File: src/rtl/imem_loader.sv
// imem_loader: boot-time instruction-memory loader.
// Consumes a byte stream (2-byte big-endian word count, then big-endian words),
// writes each assembled word into instruction memory at consecutive word
// addresses, and holds the CPU in reset until the final write has landed.
module imem_loader #(
  parameter int ADDR_W = 8
) (
  input  logic        CLK,
  input  logic        rst,
  input  logic        in_valid,
  input  logic [7:0]  in_data,
  output logic        in_ready,
  output logic        mem_we,
  output logic [31:0] mem_addr,
  output logic [31:0] mem_wdata,
  output logic        cpu_rst,
  output logic        done,
  output logic        err
);

  localparam logic [2:0] S_HDR_HI = 3'd0;
  localparam logic [2:0] S_HDR_LO = 3'd1;
  localparam logic [2:0] S_DATA   = 3'd2;
  localparam logic [2:0] S_LAST   = 3'd3;
  localparam logic [2:0] S_DONE   = 3'd4;

  // Number of words the instruction memory can hold; wider than the word
  // counter so the comparison stays exact for any ADDR_W up to 32.
  localparam logic [32:0] DEPTH = 33'd1 << ADDR_W;

  logic [2:0]  state_q,    state_d;
  logic [15:0] n_q,        n_d;
  logic [1:0]  byte_cnt_q, byte_cnt_d;
  logic [15:0] word_cnt_q, word_cnt_d;
  logic [23:0] shift_q,    shift_d;
  logic        we_q,       we_d;
  logic [31:0] addr_q,     addr_d;
  logic [31:0] wdata_q,    wdata_d;
  logic        err_q,      err_d;

  logic        stream_state;
  logic        xfer;
  logic        overflow;
  logic        last_word;
  logic [31:0] full_word;

  // Only the header and data states take bytes; reset forces ready low at once.
  assign stream_state = (state_q == S_HDR_HI) || (state_q == S_HDR_LO) || (state_q == S_DATA);
  assign in_ready     = stream_state & ~rst;
  assign xfer         = in_valid & in_ready;

  // A word whose index falls outside the memory is still consumed but not written.
  assign overflow  = ({17'd0, word_cnt_q} >= DEPTH);
  assign last_word = (word_cnt_q == (n_q - 16'd1));
  assign full_word = {shift_q, in_data};

  // Next-state, header latch, byte assembly and write-strobe generation.
  always_comb begin
    state_d    = state_q;
    n_d        = n_q;
    byte_cnt_d = byte_cnt_q;
    word_cnt_d = word_cnt_q;
    shift_d    = shift_q;
    we_d       = 1'b0;
    addr_d     = addr_q;
    wdata_d    = wdata_q;
    err_d      = err_q;

    case (state_q)
      S_HDR_HI: begin
        if (xfer) begin
          n_d[15:8] = in_data;
          state_d   = S_HDR_LO;
        end
      end

      S_HDR_LO: begin
        if (xfer) begin
          n_d[7:0]   = in_data;
          byte_cnt_d = 2'd0;
          word_cnt_d = 16'd0;
          // An empty image releases the CPU straight away.
          if ({n_q[15:8], in_data} == 16'd0) begin
            state_d = S_DONE;
          end else begin
            state_d = S_DATA;
          end
        end
      end

      S_DATA: begin
        if (xfer) begin
          if (byte_cnt_q == 2'd3) begin
            if (overflow) begin
              err_d = 1'b1;
            end else begin
              we_d    = 1'b1;
              addr_d  = {14'd0, word_cnt_q, 2'b00};
              wdata_d = full_word;
            end
            byte_cnt_d = 2'd0;
            word_cnt_d = word_cnt_q + 16'd1;
            if (last_word) begin
              state_d = S_LAST;
            end
          end else begin
            // First byte of a word lands in the most significant position.
            shift_d    = {shift_q[15:0], in_data};
            byte_cnt_d = byte_cnt_q + 2'd1;
          end
        end
      end

      // The final strobe is on the bus this cycle; memory takes it on the next edge.
      S_LAST: begin
        state_d = S_DONE;
      end

      S_DONE: begin
        state_d = S_DONE;
      end

      default: begin
        state_d = S_HDR_HI;
      end
    endcase
  end

  // State and output registers; reset takes effect immediately.
  always_ff @(posedge CLK or posedge rst) begin
    if (rst) begin
      state_q    <= S_HDR_HI;
      n_q        <= 16'd0;
      byte_cnt_q <= 2'd0;
      word_cnt_q <= 16'd0;
      shift_q    <= 24'd0;
      we_q       <= 1'b0;
      addr_q     <= 32'd0;
      wdata_q    <= 32'd0;
      err_q      <= 1'b0;
    end else begin
      state_q    <= state_d;
      n_q        <= n_d;
      byte_cnt_q <= byte_cnt_d;
      word_cnt_q <= word_cnt_d;
      shift_q    <= shift_d;
      we_q       <= we_d;
      addr_q     <= addr_d;
      wdata_q    <= wdata_d;
      err_q      <= err_d;
    end
  end

  assign mem_we    = we_q;
  assign mem_addr  = addr_q;
  assign mem_wdata = wdata_q;
  assign err       = err_q;
  assign done      = (state_q == S_DONE);
  assign cpu_rst   = ~done;

endmodule

File: config.mk
export PLATFORM = sky130hd
export DESIGN_NAME = imem_loader
export DESIGN_NICKNAME = d
export VERILOG_FILES = /design/src/rtl/imem_loader.sv
export SDC_FILE = /design/constraint.sdc
export NUM_CORES = 1
export LEC_CHECK = 0
export CORE_UTILIZATION = 45
export CTS_CLUSTER_SIZE = 10
export DETAILED_ROUTE_END_ITERATION = 6
export HOLD_SLACK_MARGIN = 0.03
export PLACE_DENSITY_LB_ADDON = 0.15
export SLEW_MARGIN = 10
export SYNTH_ARGS = -nofsm -noshare
export SYNTH_HDL_FRONTEND = slang
export SYNTH_SLANG_ARGS = --single-unit
File: constraint.sdc
create_clock -name CLK -period 5.8 [get_ports CLK]
set_input_delay 0.58 -clock CLK [delete_from_list [all_inputs] [get_ports CLK]]
set_output_delay 0.58 -clock CLK [all_outputs]
set_load 0.02 [all_outputs]
* Yosys cells after proc, flatten, opt, wreduce, memory -nomap -nowiden *
Cells that the tools add are included.
W data, S select, Z words.

word-level totals
  register bits after elaboration = 111
  latch bits = 0
  RAM bits = 0
  bits in read-only memories = 0
  input port bits = 11
  output and inout bits = 69
  memories kept = 0

cells by class
  add/sub/neg operators = 3
  $mul = 0
  divide/modulo/power cells = 0
  order comparisons = 1
  equality and inequality tests = 11
  shift-type cells = 0
  mux-type cells = 19
  bitwise operators = 6
  reductions and logical operators = 14

operators by type and width
  cell                     number
  $mux W16                 3
  $pmux W16 S2             1
  $mux W3                  6
  $add A16 B1 Y16 const B  1
  $eq A16 B16 Y1           1
  $ge A16 B9 Y1 const B    1
  $logic_not A16 Y1        1
  $sub A16 B1 Y16 const B  1
  $pmux W3 S4              1
  $reduce_and A4 Y1        3
  $ne A2 B2 Y1 const B     4
  $eq A3 B2 Y1 const B     2
  $mux W2                  3
  $reduce_and A3 Y1        2
  $reduce_and A5 Y1        1
  $mux W1                  4
  $not A1 Y1               4
  $pmux W2 S2              1
  $reduce_and A2 Y1        2
  $eq A3 B1 Y1 const B     1
  $eq A3 B3 Y1 const B     1
  $logic_not A3 Y1         1
  $add A2 B1 Y2 const B    1
  $and A1 B1 Y1            2
  5 further kinds          6

* Logic depth before layout (Yosys ltp) *
Gate-level depths: netlist of run 1.

  depth after elaboration = 7
  depth in mapped cells = 9
  depth with buffers taken out = 8

* Least setup slack after synthesis of run 1 *
Ideal clock, no wire load.

  path type = reg2reg
  start = reg state_q[0]
  end = reg n_q[2]
  arrival time = 2216 ps
  required time = 5675 ps
  slack = 3460 ps
  stages on the path, launching flop included = 7
  path buffers = 3
  period minus slack after synthesis = 2340 ps
  path through = dfrtp_1 clkbuf_1 a211oi_1 and3_1 clkbuf_1 buf_2 mux2_2

on the way
  longest elaborated chain between the ends = 6
  elaborated cells between the ends (all ways) = 8

RTL lines
  element                                                  RTL line  RTL
  from (decl)                                              31        logic [2:0] state_q, state_d;
  from (signal assigned)                                   142       state_q <= state_d;
  $eq A3 B1 Y1 / $logic_not A3 Y1 (equally long branches)  48        assign stream_state = (state_q == S_HDR_HI) || (state_q == S_HDR_LO) || (state_q == S_DATA);
  $logic_or A1 B1 Y1                                       48
  $logic_or A1 B1 Y1 *                                     48
  $and A1 B1 Y1 *                                          49        assign in_ready = stream_state & ~rst;
  named net in_ready                                       12        output logic in_ready,
  $and A1 B1 Y1 *                                          50        assign xfer = in_valid & in_ready;
  $reduce_and A2 Y1 (no line) *                            n/a
  to (signal assigned)                                     143       n_q <= n_d;
  to (decl)                                                32        logic [15:0] n_q, n_d;

The timed path passes the listed nets; every way through them passes the cells marked *.
A chain may end at the register's enable or synchronous reset.

* Final worst setup path of run 1 *
  start = in rst
  end = reg wdata_q[8], in the netlist mem_wdata[8]

on the way
  longest elaborated chain between the ends = 4

RTL lines
  element                      RTL line  RTL
  from (decl)                  9         input logic rst,
  $not A1 Y1                   49
  $and A1 B1 Y1                49
  $and A1 B1 Y1                50
  $reduce_and A4 Y1 (no line)  n/a
  to (signal assigned)         149       wdata_q <= wdata_d;
  to (decl)                    38        logic [31:0] wdata_q, wdata_d;

Every way passes these cells.

==> results of run 1 <==
==> registers in the layout, indices dropped and copies added, names as in the netlist <==
register,count
err,1
mem_wdata,32
mem_addr,16
state_q,3
word_cnt_q,16
byte_cnt_q,2
mem_we,1
n_q,16
shift_q,24
==> stage by stage <==
stage / total power, mW / hold WS [ns]
floorplan: 1.60 / 0.475
global placement: 1.73 / 0.452
detailed placement: 1.75 / 0.449
CTS: 2.37 / 0.469
global route: 2.49 / 0.486
finish: 2.35 / 0.474
==> placed cells by master (no fill, tap or decap), types with 4 or more instances in the layout <==
| cell type | instances |
|---|---|
| inv_1 | 9 |
| mux2_2 | 79 |
| nor2b_1 | 11 |
| conb_1 | 16 |
| xnor2_1 | 12 |
| nand2_1 | 20 |
| a21oi_1 | 11 |
| or3_1 | 4 |
| clkbuf_16 | 9 |
| xor2_1 | 16 |
| dfrtp_1 | 111 |
| o21ai_0 | 11 |
| nand4_1 | 5 |
| nor4_1 | 7 |
| nand3_1 | 4 |
| ha_1 | 4 |
| nor2_1 | 17 |
| clkdlybuf4s50_1 | 63 |
| a41oi_1 | 4 |
| nor3_1 | 8 |
| nand2b_1 | 5 |
| a22o_1 | 4 |
==> final timing paths <==
kind,start,to,slack (ns),depth (start not counted)
worst max-delay path,rst,mem_wdata[8],2.96,7
worst max register to register,state_q[0],mem_wdata[8],3.21,6
max in group asynchronous,rst,n_q[15],3.80,3
min in group asynchronous,rst,byte_cnt_q[0],0.94,2
worst min-delay path,err,err,0.47,1
worst min register to register,err,err,0.47,1
==> power breakdown <==
part	total, mW	internal (mW)	switching, mW
registers	1.14	0.936	0.202
clock network	0.604	0.330	0.275
logic	0.605	0.309	0.296
total	2.35	1.57	0.772
==> area by class of cell <==
type	count	area [sq um]	share of cell area (%)
repair buffers	66	653	10.7
clock buffers	13	270	4.41
flip-flops and latches	111	2780	45.4
well taps	140	175	2.86
multi-input cells	273	2180	35.6
inverters	10	40.0	0.654
clock inverters	3	25.0	0.409
==> logic make-up (layout without fill, tap and decap cells) <==
kind of cell	after synthesis	after routing	synth area share, %
flip-flops	111	111	54.0
AND/OR/NAND/NOR	101	101	11.7
multiplexers	81	81	17.7
buffers and inverters	44	92	5.03
AO/OA/AOI/OAI	43	43	5.76
XOR/XNOR	28	28	4.77
adder cells (fa/ha/maj)	4	4	0.973
other	1	16	0.0729
==> routing by layer <==
layer  up-vias  part of all wire [%]  global-route usage (%)
li1       1542                     -                       -
met1      1634                    48                    26.6
met2        73                    46                    27.2
met3         6                   5.0                    5.02
met4         0                  0.77                    4.34
met5         -                     0                       0
==> worst max-delay path, cell delays in order <==
cell and delay [ns]:
clkdlybuf4s50_1 0.55, nand2b_1 0.29, nor3_1 0.20, nand2_1 0.15
nor2_4 0.40, buf_4 0.48, mux2_2 0.39
==> flow_summary_export.csv, run 1 <==
group,metric,value,unit
status,outcome,"finished clean",
logic_synthesis,synth_edf_count,0,
timing,finalCritPeriodShare,49.0,%
placement,hpwl,6840,um
timing,layout_setup_ws,2.96,ns
logic_synthesis,yosys.area.top_type_share,54.0,%
clock_tree,numCtsBuffers,9,
critical_path,crit_fanout,37,
finish,fin_util,55.8,%
logic_synthesis,postSynth.topFlopCell,"dfrtp_1",
logic_synthesis,ys_ff_latch,111,
timing,final_hold_viol_count,0,
logic_synthesis,yosysUniqueCellTypes,53,
critical_path,end_kind,"flip-flop",
finish,layout-drive-gt1-share,22.7,%
critical_path,critPathLaunchType,"primary input",
finish,fin_nets,486,
routing,vias,3255,
die,rows,38,
die,num_io_pins,80,
logic_synthesis,async_reset_ff_share,100,%
finish,instances_no_fill,616,
die,initial_core_util,46.9,%
die,die_area,11900,sq um
logic_synthesis,synthesis.area,5150,sq um
logic_synthesis,avgSynthCellArea,12.5,sq um
placement,io_buffers,63,
timing,min_period,2.84,ns
timing,fmaxAchievable,352,MHz
timing,setup_viol,0,
die,die_x,109,um
placement,pre_cts_ws,2.60,ns
logic_synthesis,yosys-top-cells-count,"dfrtp_1 (111), mux2_2 (79), nand2_1 (20)",
global_routing,grt_max_degree,70,
critical_path,cp.required,6.03,ns
power,ir_drop,0.216,mV
clock_tree,clk_pin_slew,0.07,ns
timing,rsz0062_at_grt,"no",
global_routing,grt_first_pass_wirelength,16600,um
logic_synthesis,yosysTopAreaCell,"dfrtp_1",
hold_path,min-delay-path-class,"reg -> reg",
clock_tree,ctsResizeCount,0,
logic_synthesis,ys_seq_area_share,54.0,%
die,die-height,109,um
timing,clock_skew,0.00497,ns
clock_tree,cts_sinks,111,
placement,placed_area,5830,sq um
timing,max_slew_margin,31.7,%
routing,drc,0,
routing,drt_iter0_drc,159,
clock_tree,cts_setup_buffers,0,
global_routing,antenna_found_initial,0,
clock_tree,tritoncts,"yes",
finish,final_area,6120,sq um
routing,wirelength,9910,um
routing,ant_nets,0,
timing,slew_violations,0,
logic_synthesis,synth_area_leaders,"dfrtp_1 (54%), mux2_2 (17%), xor2_1 (2.7%), buf_4 (2.6%), xnor2_1 (2.0%)",
clock_tree,clk_latency,0.34,ns
global_routing,grt_pass1_vias,3261,
routing,wire_per_inst,16.1,um
power,p_leak,2.77,nW
logic_synthesis,yosysMostFrequentCell,"dfrtp_1",
clock_tree,clockBufferDepth,2,
clock_tree,hold_buffers,0,
die,core_area,11000,sq um
clock_tree,htree_num_levels,3,
placement,gp_congestion,0.809,
clock_tree,cts_root_buf,"clkbuf_16",
finish,n_antenna_cell,0,
routing,vias_per_cell,5.28,
global_routing,grt-ovfl-total,0,
critical_path,crit_arrival,3.07,ns
timing,max_slew.worst_pin.slew,1.02,ns
placement,dp.cells,600,
critical_path,crit_type,"in -> reg",
routing,drt_pass1_iterations,4,
logic_synthesis,synthCells,413,
timing,fin_setup_tns,0,ns
finish,final.fill_count,960,
power,power_density,383,nW/um^2
finish,area_delta_synth_final,19.0,%
logic_synthesis,yosysWarnings,0,
flow_run,maxCapViolations,0,
global_routing,track_usage,18.3,%
No activity file was read; power rests on OpenSTA's default activity.
==> run 2, diff against run 1 <==
Clock period 5.8 ns to 2.6 ns, I/O delays scaled along.
==> run 2 against run 1 <==
Compared with the run above: register-to-register slack got worse by 2.9 ns; total power increased by 120%; final area rose by 1.2%; clock power up 110%; die area unchanged; worst hold slack got worse by 0.0069 ns; clock skew is 0.0051 ns higher; non-clock buffer count rose by 5; highest routed layer unchanged.
==> flow_summary_export.csv, run 2 (synthesis gave the netlist of run 1 again) <==
group,metric,value,unit
die,num_io_pins,80,
clock_tree,cts_root_buf,"clkbuf_16",
critical_path,critPathLaunchType,"flip-flop",
routing,wire_per_inst,16.0,um
critical_path,r2r_slack,0.31,ns
clock_tree,clockBufferDepth,2,
placement,pre_cts_ws,0.236,ns
clock_tree,cts_setup_buffers,0,
critical_path,rr_worst_depth,6,
clock_tree,clk_pin_slew,0.07,ns
finish,final.fill_count,941,
finish,final_cell_mix,"dfrtp_1 (111), mux2_2 (79), clkdlybuf4s50_1 (63), nand2_1 (20), nor2_1 (17)",
finish,area_delta_synth_final,20.5,%
critical_path,crit_buf_inv,0,
routing,drt_iter0_drc,177,
critical_path,critPathTopFamily,"simple AND/OR/NAND/NOR gates",
flow_run,maxCapViolations,0,
finish,n_antenna_cell,0,
finish,fin_nets,491,
critical_path,path_cells,"nor4_4, nand3_4, nand3b_4, a211o_1, a211oi_1, a22o_1",
placement,io_buffers,63,
die,die-height,109,um
timing,fmaxAchievable,436,MHz
timing,layout_setup_ws,0.309,ns
critical_path,endpoint,"state_q[0]",
power,ir_drop,0.468,mV
global_routing,grt-ovfl-total,0,
timing,clock_skew,0.0101,ns
die,die_x,109,um
critical_path,cp.depth,6,
placement,gp_congestion,0.825,
global_routing,track_usage,18.4,%
timing,max_slew.worst_pin.slew,0.766,ns
placement,dp.cells,605,
critical_path,r2r_start,"n_q[2]",
critical_path,crit_fanout,8,
clock_tree,ctsResizeCount,0,
hold_path,min-delay-path-class,"reg -> reg",
critical_path,critPathLaunch,"n_q[2]",
finish,fin_util,56.4,%
critical_path,cpPeakStageDelay,0.57,ns
timing,slew_violations,0,
placement,hpwl,7070,um
die,core_area,11000,sq um
placement,placed_area,5920,sq um
critical_path,crit_arrival,2.57,ns
finish,final_area,6200,sq um
global_routing,grt_max_degree,35,
timing,setup_viol,0,
power,p_leak,2.79,nW
routing,ant_nets,0,
clock_tree,cts_sinks,111,
timing,rsz0062_at_grt,"no",
timing,finalCritPeriodShare,88.1,%
hold_path,min_path_cells,1,
routing,vias,3321,
die,die_area,11900,sq um
clock_tree,clk_latency,0.34,ns
critical_path,end_kind,"flip-flop",
critical_path,cp.required,2.88,ns
clock_tree,htree_num_levels,3,
global_routing,grt_pass1_vias,3313,
power,p_total,5.21,mW
finish,layout-drive-gt1-share,23.5,%
finish,instances_no_fill,620,
critical_path,r2r-end,"state_q[0]",
timing,final_hold_viol_count,0,
timing,fin_setup_tns,0,ns
routing,drt_pass1_iterations,4,
timing,max_slew_margin,48.8,%
power,power_density,840,nW/um^2
clock_tree,hold_buffers,0,
die,rows,38,
global_routing,grt_first_pass_wirelength,16800,um
die,initial_core_util,46.9,%
timing,min_period,2.29,ns
routing,vias_per_cell,5.36,
global_routing,antenna_found_initial,0,
timing,hold_ws,0.467,ns
routing,wirelength,9900,um
clock_tree,tritoncts,"yes",
critical_path,crit_type,"reg -> reg",
finish,largest_register_ffs,32,
finish,mostFrequentLayoutCell,"dfrtp_1",
routing,drc,0,
status,outcome,"finished clean",
clock_tree,numCtsBuffers,9,
critical_path,cp_slowest_cell,"nor4_4",
==> run 2: cell count changes in the layout (fill, tap and decap cells not counted), sizes merged <==
cell,before,now
clkinv,1,3
inv,11,10
clkinvlp,1,3
buf,3,8
clkbuf,13,9
==> run 2: worst min-delay path by stage <==
stage                          start     end  slack (ns)
after floorplan           in_data[0]  n_q[0]        0.38
after global placement           err     err        0.45
after detailed placement         err     err        0.45
after CTS                        err     err        0.47
after global routing             err     err        0.49
final                            err     err        0.47
==> run 2: final cells by class <==
| class | instances | area [sq um] | share of cell area, % |
|---|---|---|---|
| sequential | 111 | 2780 | 44.8 |
| multi-input combinational | 273 | 2180 | 35.2 |
| timing repair buffer | 71 | 741 | 11.9 |
| clock buffer | 9 | 225 | 3.63 |
| tap | 140 | 175 | 2.83 |
| clock inverter | 6 | 57.6 | 0.928 |
| inverter | 10 | 41.3 | 0.666 |
==> run 2: power by group <==
group / total, mW / internal (mW) / leakage (nW) / switching [mW]
Clock: 1.29 / 0.660 / 0.131 / 0.634
Sequential: 2.54 / 2.09 / 1.49 / 0.458
Combinational: 1.37 / 0.701 / 1.17 / 0.667
==> run 2: routing by layer <==
layer	track usage [%]	share of wire, %	vias up
met2	28.0	46	91
met3	3.35	5.2	15
met1	26.5	48	1671
met5	0	0	-
met4	6.66	1.5	0
li1	-	-	1544
==> run 3, diff against run 2 <==
Settings changed: CTS_CLUSTER_SIZE 10 to unset.
==> results of run 3 <==
Same layout as run 2: the final DEF is identical, and so are final timing and power.
